[src/rtl/ps2_rx_frame_pkg.sv]
// ps2_pkg: shared types and constants for the PS/2 receive framer.
//   ps2_state_e    : framer FSM state encoding (IDLE/SHIFT/DONE)
//   PS2_FRAME_BITS : bits per device frame (start + 8 data + parity + stop)
//   PS2_DATA_BITS  : payload bits per frame
package ps2_pkg;

  typedef enum logic [1:0] {
    IDLE  = 2'd0,
    SHIFT = 2'd1,
    DONE  = 2'd2
  } ps2_state_e;

  localparam int PS2_FRAME_BITS = 11;
  localparam int PS2_DATA_BITS  = 8;

  // Odd parity holds when data bits plus parity bit contain an odd number of ones.
  function automatic logic odd_parity_ok(input logic [PS2_DATA_BITS:0] bits);
    return ^bits;
  endfunction

endpackage

[src/rtl/ps2_rx_frame_if.sv]
// ps2_rx_frame_if: bundle of the framer's line inputs and receive results.
//   ps2c, ps2d    : raw PS/2 clock/data lines (asynchronous)
//   rx_en         : receive enable, gates frame start only
//   rx_idle       : framer is in IDLE
//   rx_done_tick  : one-cycle strobe, dout valid in same cycle
//   dout          : last good byte, held between strobes
//   frame_err     : one-cycle error/timeout strobe
// master = framer side, slave = line driver / consumer side.
interface ps2_rx_frame_if;
  import ps2_pkg::*;

  logic                     ps2c;
  logic                     ps2d;
  logic                     rx_en;
  logic                     rx_idle;
  logic                     rx_done_tick;
  logic [PS2_DATA_BITS-1:0] dout;
  logic                     frame_err;

  modport master (
    input  ps2c, ps2d, rx_en,
    output rx_idle, rx_done_tick, dout, frame_err
  );

  modport slave (
    output ps2c, ps2d, rx_en,
    input  rx_idle, rx_done_tick, dout, frame_err
  );

endinterface

[src/rtl/ps2_rx_frame_edge_filter.sv]
// ps2_edge_filter: two-flop synchronizers on ps2c/ps2d, debounce filter on
// the synchronized clock, and a single-cycle pulse on its falling edge.
//   clk, reset : system clock, async active-high reset
//   ps2c, ps2d : raw PS/2 lines
//   fall_edge  : one-cycle pulse when the filtered clock level drops 1 -> 0
//   ps2d_sync  : synchronized data line
module ps2_edge_filter #(
  parameter int FILTER_LEN = 8
) (
  input  logic clk,
  input  logic reset,
  input  logic ps2c,
  input  logic ps2d,
  output logic fall_edge,
  output logic ps2d_sync
);

  logic [1:0]            c_sync_q;
  logic [1:0]            d_sync_q;
  logic [FILTER_LEN-1:0] filt_q;
  logic                  lvl_q;
  logic                  lvl_d;

  // Level changes only when the whole window agrees; mixed windows hold.
  always_comb begin
    lvl_d = lvl_q;
    if (&filt_q)
      lvl_d = 1'b1;
    else if (~|filt_q)
      lvl_d = 1'b0;
  end

  always_ff @(posedge clk or posedge reset) begin
    if (reset) begin
      c_sync_q <= '1;
      d_sync_q <= '1;
      filt_q   <= '1;
      lvl_q    <= 1'b1;
    end else begin
      c_sync_q <= {c_sync_q[0], ps2c};
      d_sync_q <= {d_sync_q[0], ps2d};
      filt_q   <= {filt_q[FILTER_LEN-2:0], c_sync_q[1]};
      lvl_q    <= lvl_d;
    end
  end

  // lvl_d is the current filtered level; lvl_q is last cycle's.
  assign fall_edge = lvl_q & ~lvl_d;
  assign ps2d_sync = d_sync_q[1];

endmodule

[src/rtl/ps2_rx_frame.sv]
// ps2_rx_frame: PS/2 receive framer. Shifts in 11-bit frames on filtered
// ps2c falling edges and emits one byte per frame with a one-cycle strobe
// that feeds the receive FIFO write enable. An inactivity watchdog aborts
// partial frames.
//   clk, reset : system clock, async active-high reset
//   bus        : ps2_rx_frame_if.master (ps2c, ps2d, rx_en in;
//                rx_idle, rx_done_tick, dout, frame_err out)
// Build option: PS2_RX_CHK_EN enables start/stop/parity checking and the
// frame_err strobe; without it every completed frame is accepted and
// frame_err stays 0.
//
// state | meaning
// IDLE  | waiting for a start edge while rx_en is high
// SHIFT | sampling bits on each falling edge, watchdog running
// DONE  | one cycle, strobes reflect the evaluated frame
module ps2_rx_frame
  import ps2_pkg::*;
#(
  parameter int FILTER_LEN = 8,
  parameter int TIMEOUT_W  = 18
) (
  input  logic           clk,
  input  logic           reset,
  ps2_rx_frame_if.master bus
);

  logic                      fall_edge;
  logic                      ps2d_sync;

  ps2_state_e                state_q;
  logic [PS2_FRAME_BITS-1:0] sr_q;
  logic [PS2_FRAME_BITS-1:0] sr_d;
  logic [3:0]                cnt_q;
  logic [TIMEOUT_W-1:0]      tmr_q;
  logic                      rx_idle_q;
  logic                      rx_done_tick_q;
  logic                      frame_err_q;
  logic [PS2_DATA_BITS-1:0]  dout_q;
  logic                      frame_ok;

  ps2_edge_filter #(
    .FILTER_LEN (FILTER_LEN)
  ) u_edge_filter (
    .clk       (clk),
    .reset     (reset),
    .ps2c      (bus.ps2c),
    .ps2d      (bus.ps2d),
    .fall_edge (fall_edge),
    .ps2d_sync (ps2d_sync)
  );

  // Right shift with the new sample entering at the MSB; after 11 edges
  // bit 0 holds the start bit and bit 10 the stop bit.
  assign sr_d = {ps2d_sync, sr_q[PS2_FRAME_BITS-1:1]};

  // The frame is judged on the shifted value so the strobe lands in DONE.
`ifdef PS2_RX_CHK_EN
  assign frame_ok = ~sr_d[0] & sr_d[PS2_FRAME_BITS-1] &
                    odd_parity_ok(sr_d[PS2_DATA_BITS+1:1]);
`else
  logic unused_start_bit;
  assign unused_start_bit = sr_q[0];
  assign frame_ok         = 1'b1;
`endif

  always_ff @(posedge clk or posedge reset) begin
    if (reset) begin
      state_q        <= IDLE;
      sr_q           <= '0;
      cnt_q          <= '0;
      tmr_q          <= '0;
      rx_idle_q      <= 1'b1;
      rx_done_tick_q <= 1'b0;
      frame_err_q    <= 1'b0;
      dout_q         <= '0;
    end else begin
      rx_done_tick_q <= 1'b0;
      frame_err_q    <= 1'b0;
      case (state_q)
        IDLE: begin
          if (fall_edge && bus.rx_en) begin
            sr_q      <= sr_d;
            cnt_q     <= 4'd9;
            tmr_q     <= '0;
            rx_idle_q <= 1'b0;
            state_q   <= SHIFT;
          end
        end
        SHIFT: begin
          if (fall_edge) begin
            sr_q  <= sr_d;
            tmr_q <= '0;
            if (cnt_q == 4'd0) begin
              state_q <= DONE;
              if (frame_ok) begin
                rx_done_tick_q <= 1'b1;
                dout_q         <= sr_d[PS2_DATA_BITS:1];
              end else begin
`ifdef PS2_RX_CHK_EN
                frame_err_q <= 1'b1;
`endif
              end
            end else begin
              cnt_q <= cnt_q - 4'd1;
            end
          end else if (&tmr_q) begin
            // Line went quiet mid-frame: drop the partial frame.
            tmr_q     <= '0;
            rx_idle_q <= 1'b1;
            state_q   <= IDLE;
`ifdef PS2_RX_CHK_EN
            frame_err_q <= 1'b1;
`endif
          end else begin
            tmr_q <= tmr_q + TIMEOUT_W'(1);
          end
        end
        DONE: begin
          rx_idle_q <= 1'b1;
          state_q   <= IDLE;
        end
        default: begin
          rx_idle_q <= 1'b1;
          state_q   <= IDLE;
        end
      endcase
    end
  end

  assign bus.rx_idle      = rx_idle_q;
  assign bus.rx_done_tick = rx_done_tick_q;
  assign bus.frame_err    = frame_err_q;
  assign bus.dout         = dout_q;

endmodule

[src/flat_wrapper.sv]
// flat-port wrapper written by rule: the top's interface ports become plain ports
module ps2_rx_frame_flat import ps2_pkg::*;
#(
  parameter int FILTER_LEN = 8,
  parameter int TIMEOUT_W  = 18
)
  (clk, reset, bus_ps2c, bus_ps2d, bus_rx_en, bus_rx_idle, bus_rx_done_tick, bus_dout, bus_frame_err);
  ps2_rx_frame_if bus_i ();
  input  logic clk;
  input  logic reset;
  input wire logic [$bits(bus_i.ps2c)-1:0] bus_ps2c;
  input wire logic [$bits(bus_i.ps2d)-1:0] bus_ps2d;
  input wire logic [$bits(bus_i.rx_en)-1:0] bus_rx_en;
  output wire logic [$bits(bus_i.rx_idle)-1:0] bus_rx_idle;
  output wire logic [$bits(bus_i.rx_done_tick)-1:0] bus_rx_done_tick;
  output wire logic [$bits(bus_i.dout)-1:0] bus_dout;
  output wire logic [$bits(bus_i.frame_err)-1:0] bus_frame_err;
  assign bus_i.ps2c = bus_ps2c;
  assign bus_i.ps2d = bus_ps2d;
  assign bus_i.rx_en = bus_rx_en;
  assign bus_rx_idle = bus_i.rx_idle;
  assign bus_rx_done_tick = bus_i.rx_done_tick;
  assign bus_dout = bus_i.dout;
  assign bus_frame_err = bus_i.frame_err;
  ps2_rx_frame #(.FILTER_LEN(FILTER_LEN), .TIMEOUT_W(TIMEOUT_W)) u_core (.clk(clk), .reset(reset), .bus(bus_i));
endmodule
[config.mk]
export PLATFORM = sky130hd
export DESIGN_NAME = ps2_rx_frame_flat
export DESIGN_NICKNAME = d
export VERILOG_FILES = /design/src/rtl/ps2_rx_frame_pkg.sv /design/src/rtl/ps2_rx_frame_if.sv /design/src/rtl/ps2_rx_frame_edge_filter.sv /design/src/rtl/ps2_rx_frame.sv /design/src/flat_wrapper.sv
export SDC_FILE = /design/constraint.sdc
export NUM_CORES = 1
export LEC_CHECK = 0
export ABC_AREA = 0
export BUFFER_PORTS_ARGS = -buffer_cell sky130_fd_sc_hd__buf_4
export CORE_MARGIN = 4
export CORE_UTILIZATION = 35
export CTS_CLUSTER_DIAMETER = 40
export DETAILED_ROUTE_END_ITERATION = 10
export PLACE_DENSITY_LB_ADDON = 0.12
export SLEW_MARGIN = 10
export SYNTH_ARGS = -nofsm -noshare
export SYNTH_HDL_FRONTEND = slang
export SYNTH_SLANG_ARGS = --single-unit
[constraint.sdc]
create_clock -name clk -period 2.9 [get_ports clk]
set_input_delay 0.145 -clock clk [delete_from_list [all_inputs] [get_ports clk]]
set_output_delay 0.145 -clock clk [all_outputs]
set_load 0.005 [all_outputs]
==> impl_results.md, run 1 <==
* CTS tree: built
* Final Hold Vio Count at 0
* Worst VDD drop at 0.000222 V
* P&R area growth vs syn at 12.2%
* Avg Inst Size Synth at 10.7 sq um
* Antenna Violating Nets Remaining at 0
* Die height at 92.4 microns
* Synthesized flop and latch total at 56
* EDFF count, synth at 0
* Setup TNS Final at 0 ns
* H-Tree Depth at 2
* Std-Cell Rows at 30
* WL per Instance at 13.3 microns
* Maximum clock rate at 462 MHz
* CTS-repair resized insts at 0
* # diodes at 0
* Synth Warn # at 0
* Gr ovfl total at 0
* Mapped cell area at 0.00249 sq mm
* DR pass1 iterations at 4
* Mapped Cells at 233
* Max Slew Vio Count at 0
* Leak at 1.23 nW
* Setup crit end kind: flip-flop
* Hold Path Class: in -> async
* Power Total at 0.00128 W
* Synth area leaders: dfrtp_1 42%, dfstp_2 15%, nand2_1 5.4%
* Clk sinks at 56
* Initial Utilization at 36.3%
* Total GRT Usage at 11.7%
* Post-route cell area at 0.00280 sq mm
* Die X at 92.4 microns
* Netlist cell types at 43
* RSZ-0062 raised after global routing: false
* Full die area at 0.00854 sq mm
* Largest net degree at the start of global routing at 49
* Post-synth top flop: dfrtp_1
* Worst EP arrival at 2.41 ns
* WS Path Type: reg -> reg
* Fillers at 693
* Share of post-route cells with drive strength above 1 at 18.3%
* Worst setup SP type: flip-flop
* Post-DP Area at 0.00269 sq mm
* Slew Limit Headroom at 33.1%
* Max Cap Viol at 0
* Via-to-Cell Ratio at 4.94
* Vias in the first global route at 1,651
* Fin crit share at 74.7%
* Power per cell area at 458 mW/mm^2
* Final min period at 2.17 ns
* I/O Pins at 16
* IO buf count at 14
* CP max FO at 16
* Via Count at 1,715
* Num CTS Buffers at 5
* DRT Wirelength at 4610 microns
* DP Wirelength at 3090 microns
* Post-synth top cells: 42 x dfrtp_1, 36 x nand2_1, 14 x dfstp_2
* DRC viols at 0
* Mapped Nets at 240
* Final setup fails at 0
* Worst clock skew at 0.0193 ns
* Slew @ Worst Pin at 1.00 ns
* Yosys top cell area share at 42.1%
* Final net count at 257
* CTS root buf: clkbuf_8
* Area leader, netlist: dfrtp_1
* Synth async-reset ratio at 100%
* First-pass GRT wire length at 8090 microns
* Register area share after synthesis at 56.9%
* Top-count cell post-synth: dfrtp_1
* Clock slew at reported path FFs at 0.11 ns
* CP required at 3.14 ns
* Core Area at 0.00687 sq mm
* Status: complete, no violations
* CTS Buffer Depth at 2
* Routability cong. at 0.746
* Worst-Skew Late Latency at 0.31 ns
* Initial antenna violation count at 0
* Number of DRC markers in iteration 0 at 81
state kept, by name, summed over array words and instances (netlist names):
| register | cells |
|---|---|
| u_core.tmr_q | 18 |
| u_core.bus.rx_idle | 1 |
| u_core.u_edge_filter.filt_q | 8 |
| u_core.bus.rx_done_tick | 1 |
| u_core.u_edge_filter.c_sync_q | 2 |
| u_core.state_q | 2 |
| u_core.bus.dout | 8 |
| u_core.sr_q | 9 |
| u_core.u_edge_filter.d_sync_q | 2 |
| u_core.cnt_q | 4 |
| u_core.u_edge_filter.lvl_q | 1 |
cell usage in the layout, fill, tap and decap left out, drive strengths merged, types with 3 or more instances in the layout:
cell / synthesis / routed
xor2: 3 / 3
and3: 4 / 4
nand2b: 4 / 4
or3: 5 / 5
clkbuf: 3 / 6
nor4: 5 / 5
or4: 3 / 3
mux2: 8 / 8
nand4: 7 / 7
a31oi: 6 / 6
dfrtp: 42 / 42
nand2: 36 / 36
a21oi: 13 / 13
dfstp: 14 / 14
nand3: 13 / 13
nor3: 6 / 6
buf: 4 / 15
o21ai: 20 / 20
nor2: 8 / 8
inv: 9 / 10
power breakdown:
group / internal [W] / switching, W / total (W)
registers: 0.000802 / 0.0000145 / 0.000816
clock network: 0.000173 / 0.000256 / 0.000429
logic: 0.0000122 / 0.0000238 / 0.0000360
total: 0.000987 / 0.000294 / 0.00128
kinds of logic after synthesis:
family                     after synthesis  synth area share (%)
muxes                                    8                  3.61
AOI/OAI and AO/OA                       52                  12.7
buffers and inverters                   16                  2.71
adders and majority gates                2                  1.00
and+or+nand+nor                         95                  21.8
DFF                                     56                  56.9
xor gates and xnor gates                 3                  1.05
other                                    1                 0.150
worst paths after layout:
check	start	to	slack, ns	cells after the start
max in group asynchronous	reset	u_core.u_edge_filter.c_sync_q[1]$_DFF_PP1_	2.04	3
setup reg to reg	u_core.state_q[1]$_DFFE_PP0P_	u_core.tmr_q[7]$_DFFE_PP0P_	0.73	5
min in group clk	bus_rx_en	u_core.state_q[0]$_DFFE_PP0P_	0.23	3
hold / removal	reset	u_core.tmr_q[8]$_DFFE_PP0P_	0.07	2
setup / recovery	u_core.state_q[1]$_DFFE_PP0P_	u_core.tmr_q[7]$_DFFE_PP0P_	0.73	5
hold reg to reg	u_core.u_edge_filter.d_sync_q[0]$_DFF_PP1_	u_core.u_edge_filter.d_sync_q[1]$_DFF_PP1_	0.36	0
through the flow:
| step | setup WS [ns] | hold slack (ns) | std cells | utilization, % |
|---|---|---|---|---|
| detailed placement | 0.739 | 0.255 | 337 | 39.2 |
| global placement | 0.719 | 0.253 | 337 | 39.2 |
| CTS | 0.716 | 0.119 | 347 | 40.7 |
| floorplan | 0.971 | 0.149 | 233 | - |
| global route | 0.532 | 0.175 | 347 | 40.7 |
| finish | 0.735 | 0.0716 | 347 | 40.7 |
worst max-delay path, cell delays in order (launching register included):
cell,delay [ns]
dfrtp_1,0.50
nand2b_1,0.30
a31o_2,0.33
a21oi_2,0.57
o21ai_0,0.20
a31oi_1,0.20
layout make-up:
cell class	instances	area (sq um)	area share [%]
sequential	56	1420	50.7
multi-input combinational	161	1010	36.0
timing repair buffer	17	133	4.74
tap	96	120	4.29
clock buffer	6	72.6	2.59
inverter	9	33.8	1.21
clock inverter	2	13.8	0.492
layer usage:
| layer | up-vias | part of all wire, % | track usage [%] |
|---|---|---|---|
| li1 | 871 | - | - |
| met1 | 826 | 50 | 16.3 |
| met2 | 14 | 46 | 18.1 |
| met3 | 4 | 2.8 | 3.25 |
| met4 | 0 | 0.65 | 2.60 |
| met5 | - | 0 | 0 |
timing repair:
item                                   CTS  global route
endpoints found under the hold margin    2             0
buffers inserted                         0             0
hold buffers                             2             0
(Power assumes the default switching activity.)
==> run 2, diff against run 1 <==
--- a/config.mk
+++ b/config.mk
@@ -5,7 +5,7 @@
 export SDC_FILE = /design/constraint.sdc
 export NUM_CORES = 1
 export LEC_CHECK = 0
-export ABC_AREA = 0
+export ABC_AREA = 1
 export BUFFER_PORTS_ARGS = -buffer_cell sky130_fd_sc_hd__buf_4
 export CORE_MARGIN = 4
 export CORE_UTILIZATION = 35
==> constraint.sdc (replaced) <==
create_clock -name clk -period 2.26 [get_ports clk]
set_input_delay 0.113 -clock clk [delete_from_list [all_inputs] [get_ports clk]]
set_output_delay 0.113 -clock clk [all_outputs]
set_load 0.005 [all_outputs]
==> run 2 against run 1 <==
Net effect:
- synthesized area increased by 8.1%
- wire length increased by 10%
- via count increased by 21%
- clock-buffer cell count decreased by 1
- combinational power increased to 7.6 times the previous value
- largest cell class unchanged
- critical path type unchanged
- worst setup slack got worse by 0.39 ns
- sequential share of layout area decreased by 4.1 points
==> impl_results.md, run 2 <==
* Final worst setup slack at 0.350 ns
* Commonest cells after routing, fill and taps aside: 101 x nand2_1, 42 x dfrtp_1, 40 x inv_1
* Final min period at 1.91 ns
* Synth Warn # at 0
* Post-synth top flop: dfrtp_1
* Hold Path Class: in -> reg
* Synthesized flop and latch total at 56
* DRC viols at 0
* Avg Inst Size Synth at 8.17 sq um
* DRT Wirelength at 5070 microns
* WL met3 at 103 microns
* Crit-path max cell delay at 0.51 ns
* Die X at 95.8 microns
* Initial antenna violation count at 0
* Worst setup SP type: flip-flop
* Number of DRC markers in iteration 0 at 72
* Fin crit share at 84.5%
* CP max FO at 9
* CTS tree: built
* Initial Utilization at 36.6%
* Share of post-route cells with drive strength above 1 at 16.7%
* # Post-CTS Setup Buffers at 0
* Biggest regs: u_core.tmr_q: 18 flops, u_core.sr_q: 9 flops
* EDFF count, synth at 0
* Final Hold Vio Count at 0
* CTS root buf: clkbuf_8
* Internal power at 0.00144 W
* Area leader, netlist: dfrtp_1
* Final net count at 360
* Sequential share of power at 58.6%
* # diodes at 0
* Worst clock skew at 0.00850 ns
* Hold_ws at 0.274 ns
* Net Switching at 0.000610 W
* Max Slew Vio Count at 0
* Top-count cell post-synth: nand2_1
* H-Tree Depth at 2
* First-pass GRT wire length at 9090 microns
* Std-Cell Rows at 31
* CTS-repair resized insts at 0
* Antenna Violating Nets Remaining at 0
* Power per cell area at 672 mW/mm^2
* Clock slew at reported path FFs at 0.11 ns
* Pre-CTS setup slack at 0.396 ns
* P&R area growth vs syn at 12.9%
* Leak at 1.51 nW
* I/O Pins at 16
* CTS Buffer Depth at 2
* Reg-to-reg setup timing slack at 0.35 ns
* Power Total at 0.00205 W
* Post-route insts no fill at 453
* Top routing layer in use: met4
* DP Wirelength at 3770 microns
* Commonest non-fill, non-tap cell in the layout: nand2_1
* Mapped cell area at 0.00270 sq mm
* Setup crit end kind: flip-flop
* Mapped Nets at 337
* Total GRT Usage at 12.6%
* Post-synth top cells: 101 x nand2_1, 42 x dfrtp_1, 41 x inv_1
* IO buf count at 14
* Netlist cell types at 32
* Clk sinks at 56
* Max stage delay cell, worst path: dfrtp_1
* DRT met1 WL at 2530 microns
* RSZ-0062 raised after global routing: false
* CP required at 2.46 ns
* Full die area at 0.00917 sq mm
* Dpl cells at 442
* Num CTS Buffers at 5
* Register area share after synthesis at 52.6%
* Setup TNS Final at 0 ns
* Worst EP arrival at 2.11 ns
* Max FFs per register at 18
* Fillers at 769
* Clock Power Share at 28.2%
* Combinational Power Share at 13.3%
* Worst-Skew Late Latency at 0.31 ns
* Gr ovfl total at 0
* Worst VDD drop at 0.000227 V
* Sw Ratio at 29.8%
* WS Path Type: reg -> reg
* Via-to-Cell Ratio at 4.56
* Critical path, cell by cell: ha_1, nand2_1, nor2_2, nand2_1, inv_1, nand3_1, nand3_1, inv_2, nand3_1, o21ai_0
* Yosys top cell area share at 39.0%
* Max Cap Viol at 0
* Mapped Cells at 330
* Via Count at 2,067
* Vias in the first global route at 1,942
* Synth async-reset ratio at 100%
* Die height at 95.8 microns
* Core Area at 0.00737 sq mm
* Maximum clock rate at 523 MHz
* Synth area leaders: dfrtp_1 39%, nand2_1 14%, dfstp_2 14%
* WL per Instance at 11.2 microns
* Status: complete, no violations
* Routability cong. at 0.778
* DR WL met2 at 2380 microns
* Largest register by flop count: u_core.tmr_q
* Crit path top cell by count: nand3_1
* Largest net degree at the start of global routing at 22
* DR pass1 iterations at 4
* Final setup fails at 0
==> run 2: power by group through the flow <==
stage               Combinational, W  Sequential, W  Clock (W)
global placement            0.000267        0.00122          0
global route                0.000327        0.00121   0.000642
CTS                         0.000276        0.00120   0.000604
finish                      0.000272        0.00120   0.000576
floorplan                   0.000231        0.00118          0
detailed placement          0.000271        0.00121          0
==> run 2: kinds of logic after synthesis <==
group	share of synthesized area (%)
AND/OR/NAND/NOR	30.2
flip-flops	52.6
buffers and inverters	7.70
AO/OA/AOI/OAI	6.45
XOR/XNOR	1.95
adder cells (fa/ha/maj)	0.928
other	0.139
==> run 2: layout make-up <==
cell class	count	area (sq um)	share of cell area, %
sequential	56	1420	46.6
multi-input combinational	224	1070	35.1
timing repair buffer	22	173	5.67
inverter	44	165	5.43
tap	99	124	4.07
clock buffer	5	68.8	2.26
clock inverter	3	25.0	0.822
==> run 2: worst max-delay path, delay by kind of cell (launching register included) <==
family	cells	cell delay, ns
simple gates	6	0.70
flops	1	0.51
fa+ha+maj	1	0.30
buf+inv	2	0.20
compound gates	1	0.07
==> run 2: repair_timing <==
item                                    in CTS  in global routing
hold endpoints to repair                    10                  0
hold buffers                                 3                  0
endpoints found under the setup margin       0                  0
==> run 2: metal layers <==
layer  vias to the layer above  track usage (%)
li1                       1083                -
met1                       961             17.4
met2                        18             20.2
met3                         5             2.35
met4                         0             3.91
met5                         -                0
==> run 2: final timing paths <==
kind / to / cells after the start / startpoint
setup / recovery: u_core.tmr_q[5]$_DFFE_PP0P_ / 10 / u_core.tmr_q[0]$_DFFE_PP0P_
hold / removal: u_core.state_q[0]$_DFFE_PP0P_ / 5 / bus_rx_en
setup reg to reg: u_core.tmr_q[5]$_DFFE_PP0P_ / 10 / u_core.tmr_q[0]$_DFFE_PP0P_
hold reg to reg: u_core.u_edge_filter.c_sync_q[1]$_DFF_PP1_ / 0 / u_core.u_edge_filter.c_sync_q[0]$_DFF_PP1_
max in group asynchronous: u_core.bus.rx_idle$_DFFE_PP1P_ / 4 / reset
min in group asynchronous: u_core.tmr_q[4]$_DFFE_PP0P_ / 3 / reset
==> run 2: per-stage QoR <==
stage	util (%)	instance area, sq um
CTS	41.3	3040
detailed placement	39.6	2920
global placement	39.6	2920
global route	41.3	3040
floorplan	-	2700
finish	41.3	3040
==> run 3, diff against run 2 <==
--- a/config.mk
+++ b/config.mk
@@ -5,7 +5,7 @@
 export SDC_FILE = /design/constraint.sdc
 export NUM_CORES = 1
 export LEC_CHECK = 0
-export ABC_AREA = 1
+export ABC_AREA = 0
 export BUFFER_PORTS_ARGS = -buffer_cell sky130_fd_sc_hd__buf_4
 export CORE_MARGIN = 4
 export CORE_UTILIZATION = 35
==> constraint.sdc (replaced) <==
create_clock -name clk -period 1.7 [get_ports clk]
set_input_delay 0.085 -clock clk [delete_from_list [all_inputs] [get_ports clk]]
set_output_delay 0.085 -clock clk [all_outputs]
set_load 0.005 [all_outputs]
==> run 3 against run 2 <==
Net effect:
- the run now ends with setup timing left
- non-clock buffer count increased by 54
- die area decreased by 6.9%
- final cell count decreased by 10%
- wire length increased by 8.5%
- critical path depth decreased by 3
- fmax increased by 6.2%
==> impl_results.md, run 3 (same netlist as run 1, synthesis figures left out) <==
* Status: finished, violations left
* Failing checks: setup timing
* Die X at 92.4 microns
* Std-Cell Rows at 30
* Commonest cells after routing, fill and taps aside: 66 x buf_4, 40 x dfrtp_1, 36 x nand2_1
* Crit path top cell by count: buf_4
* Final worst setup slack at -0.0991 ns
* Critical path, cell by cell: nor4_4, buf_4, nand4_1, buf_4, a21o_4, a21oi_1, o21ai_1
* Power Total at 0.00228 W
* Initial antenna violation count at 0
* Largest register by flop count: u_core.tmr_q
* Final setup fails at 22
* Reg-to-reg setup timing slack at -0.1 ns
* CP max FO at 6
* Worst VDD drop at 0.000384 V
* Largest net degree at the start of global routing at 36
* R2R depth at 7
* I/O Pins at 16
* Max stage delay cell, worst path: dfstp_2
* H-Tree Depth at 2
* Post-DP Area at 0.00314 sq mm
* Reg2reg end: u_core.tmr_q[8]$_DFFE_PP0P_
* Die height at 92.4 microns
* Biggest regs: u_core.tmr_q: 18 flops, u_core.sr_q: 9 flops
* Vias in the first global route at 1,935
* Final min period at 1.80 ns
* Commonest non-fill, non-tap cell in the layout: buf_4
* Final net count at 317
* Maximum clock rate at 556 MHz
* Post-route cell area at 0.00354 sq mm
* CTS tree: built
* CTS Buffer Depth at 2
* Routability cong. at 0.719
* Setup crit end kind: flip-flop
* # diodes at 0
* Max FFs per register at 18
* First-pass GRT wire length at 8940 microns
* Final Hold Vio Count at 0
* CTS root buf: clkbuf_8
* Fillers at 623
* Worst EP arrival at 2.01 ns
* P&R area growth vs syn at 41.9%
* Share of post-route cells with drive strength above 1 at 46.0%
* Full die area at 0.00854 sq mm
* Worst-Skew Late Latency at 0.31 ns
* Fin crit share at 106%
* Max Cap Viol at 0
* Worst setup SP type: flip-flop
* DP Wirelength at 3610 microns
* Worst clock skew at 0.0132 ns
* Initial Utilization at 36.3%
* RSZ-0062 raised after global routing: true
* Hold_ws at 0.334 ns
* Via Count at 2,008
* Via-to-Cell Ratio at 4.93
* Clock slew at reported path FFs at 0.11 ns
* CP required at 1.91 ns
* Number of DRC markers in iteration 0 at 98
* WL per Instance at 13.5 microns
* WS Path Type: reg -> reg
* Pre-CTS setup slack at -0.124 ns
* Crit-path max cell delay at 0.39 ns
* DR pass1 iterations at 4
* Total GRT Usage at 12.9%
* Clk sinks at 56
* Hold Path Class: in -> async
* Leak at 1.56 nW
* Antenna Violating Nets Remaining at 0
* Gr ovfl total at 0
* IO buf count at 14
* Core Area at 0.00687 sq mm
* R2r startpoint: u_core.u_edge_filter.filt_q[1]$_DFF_PP1_
* Setup TNS Final at -0.697 ns
* DRC viols at 0
* Power per cell area at 643 mW/mm^2
* DRT Wirelength at 5510 microns
* Max Slew Vio Count at 0
* Num CTS Buffers at 5
==> run 3: cell types whose count changed in the layout (fill, tap and decap cells not counted), sizes merged, moves of 4 or more <==
cell and change:
a31oi +5, nor4 +4, nor3 +5, o21ai -9, nor2 -29, buf +54
nand3 -12, nand2b +4, a21oi +10, or3 +5, and3 +4, inv -35
mux2 +8, nand2 -69
==> run 3: area by class of cell <==
cell class	instances	area, sq um	share of cell area [%]
tap	96	120	3.39
inverter	9	33.8	0.954
sequential	56	1420	40.2
multi-input combinational	162	1250	35.3
clock buffer	5	68.8	1.94
timing repair buffer	76	622	17.6
clock inverter	3	25.0	0.707
==> run 3: worst max path at each step <==
stage | slack [ns] | cells past startpoint | end | start
2_1_floorplan | -0.20 | 6 | u_core.bus.dout[0]$_DFFE_PP0P_ | u_core.cnt_q[0]$_DFFE_PP0P_
3_3_place_gp | -0.14 | 6 | u_core.bus.dout[4]$_DFFE_PP0P_ | u_core.cnt_q[0]$_DFFE_PP0P_
3_5_place_dp | -0.12 | 6 | u_core.bus.dout[4]$_DFFE_PP0P_ | u_core.cnt_q[0]$_DFFE_PP0P_
4_1_cts | -0.06 | 5 | u_core.cnt_q[1]$_DFFE_PP0P_ | u_core.u_edge_filter.filt_q[2]$_DFF_PP1_
5_1_grt | -0.17 | 7 | u_core.tmr_q[8]$_DFFE_PP0P_ | u_core.u_edge_filter.filt_q[1]$_DFF_PP1_
6_report | -0.1 | 7 | u_core.tmr_q[8]$_DFFE_PP0P_ | u_core.u_edge_filter.filt_q[1]$_DFF_PP1_
==> run 3: critical path: cells and delay by family, from the launching register on <==
kind            cells  cell delay, ns
simple gates        2            0.50
flops               1            0.39
compound gates      3            0.43
buf+inv             2            0.37
==> run 3: what timing repair did <==
item,in CTS,in global routing
gates cloned,0,2
gates resized for setup,20,32
endpoints found under the hold margin,21,0
buffers inserted,2,3
hold buffers,3,0
setup endpoints to repair,24,38
pin swaps,8,11
==> run 3: per-layer routing <==
metal | track usage (%) | share of wire (%)
met3 | 2.68 | 2.8
met4 | 4.08 | 0.65
met2 | 20.2 | 47
met1 | 17.9 | 50
met5 | 0 | 0
==> run 3: power breakdown <==
group	leakage [nW]	internal [W]	total (W)	switching, W
clock	0.0452	0.000302	0.000778	0.000476
combinational	0.795	0.0000520	0.000109	0.0000572
sequential	0.723	0.00137	0.00139	0.0000210
total	1.56	0.00172	0.00228	0.000554
==> run 3: metrics by stage <==
step | instances | utilization, %
finish | 407 | 51.5
global route | 407 | 51.5
CTS | 402 | 48.9
detailed placement | 389 | 45.7
global placement | 389 | 45.7
floorplan | 233 | -
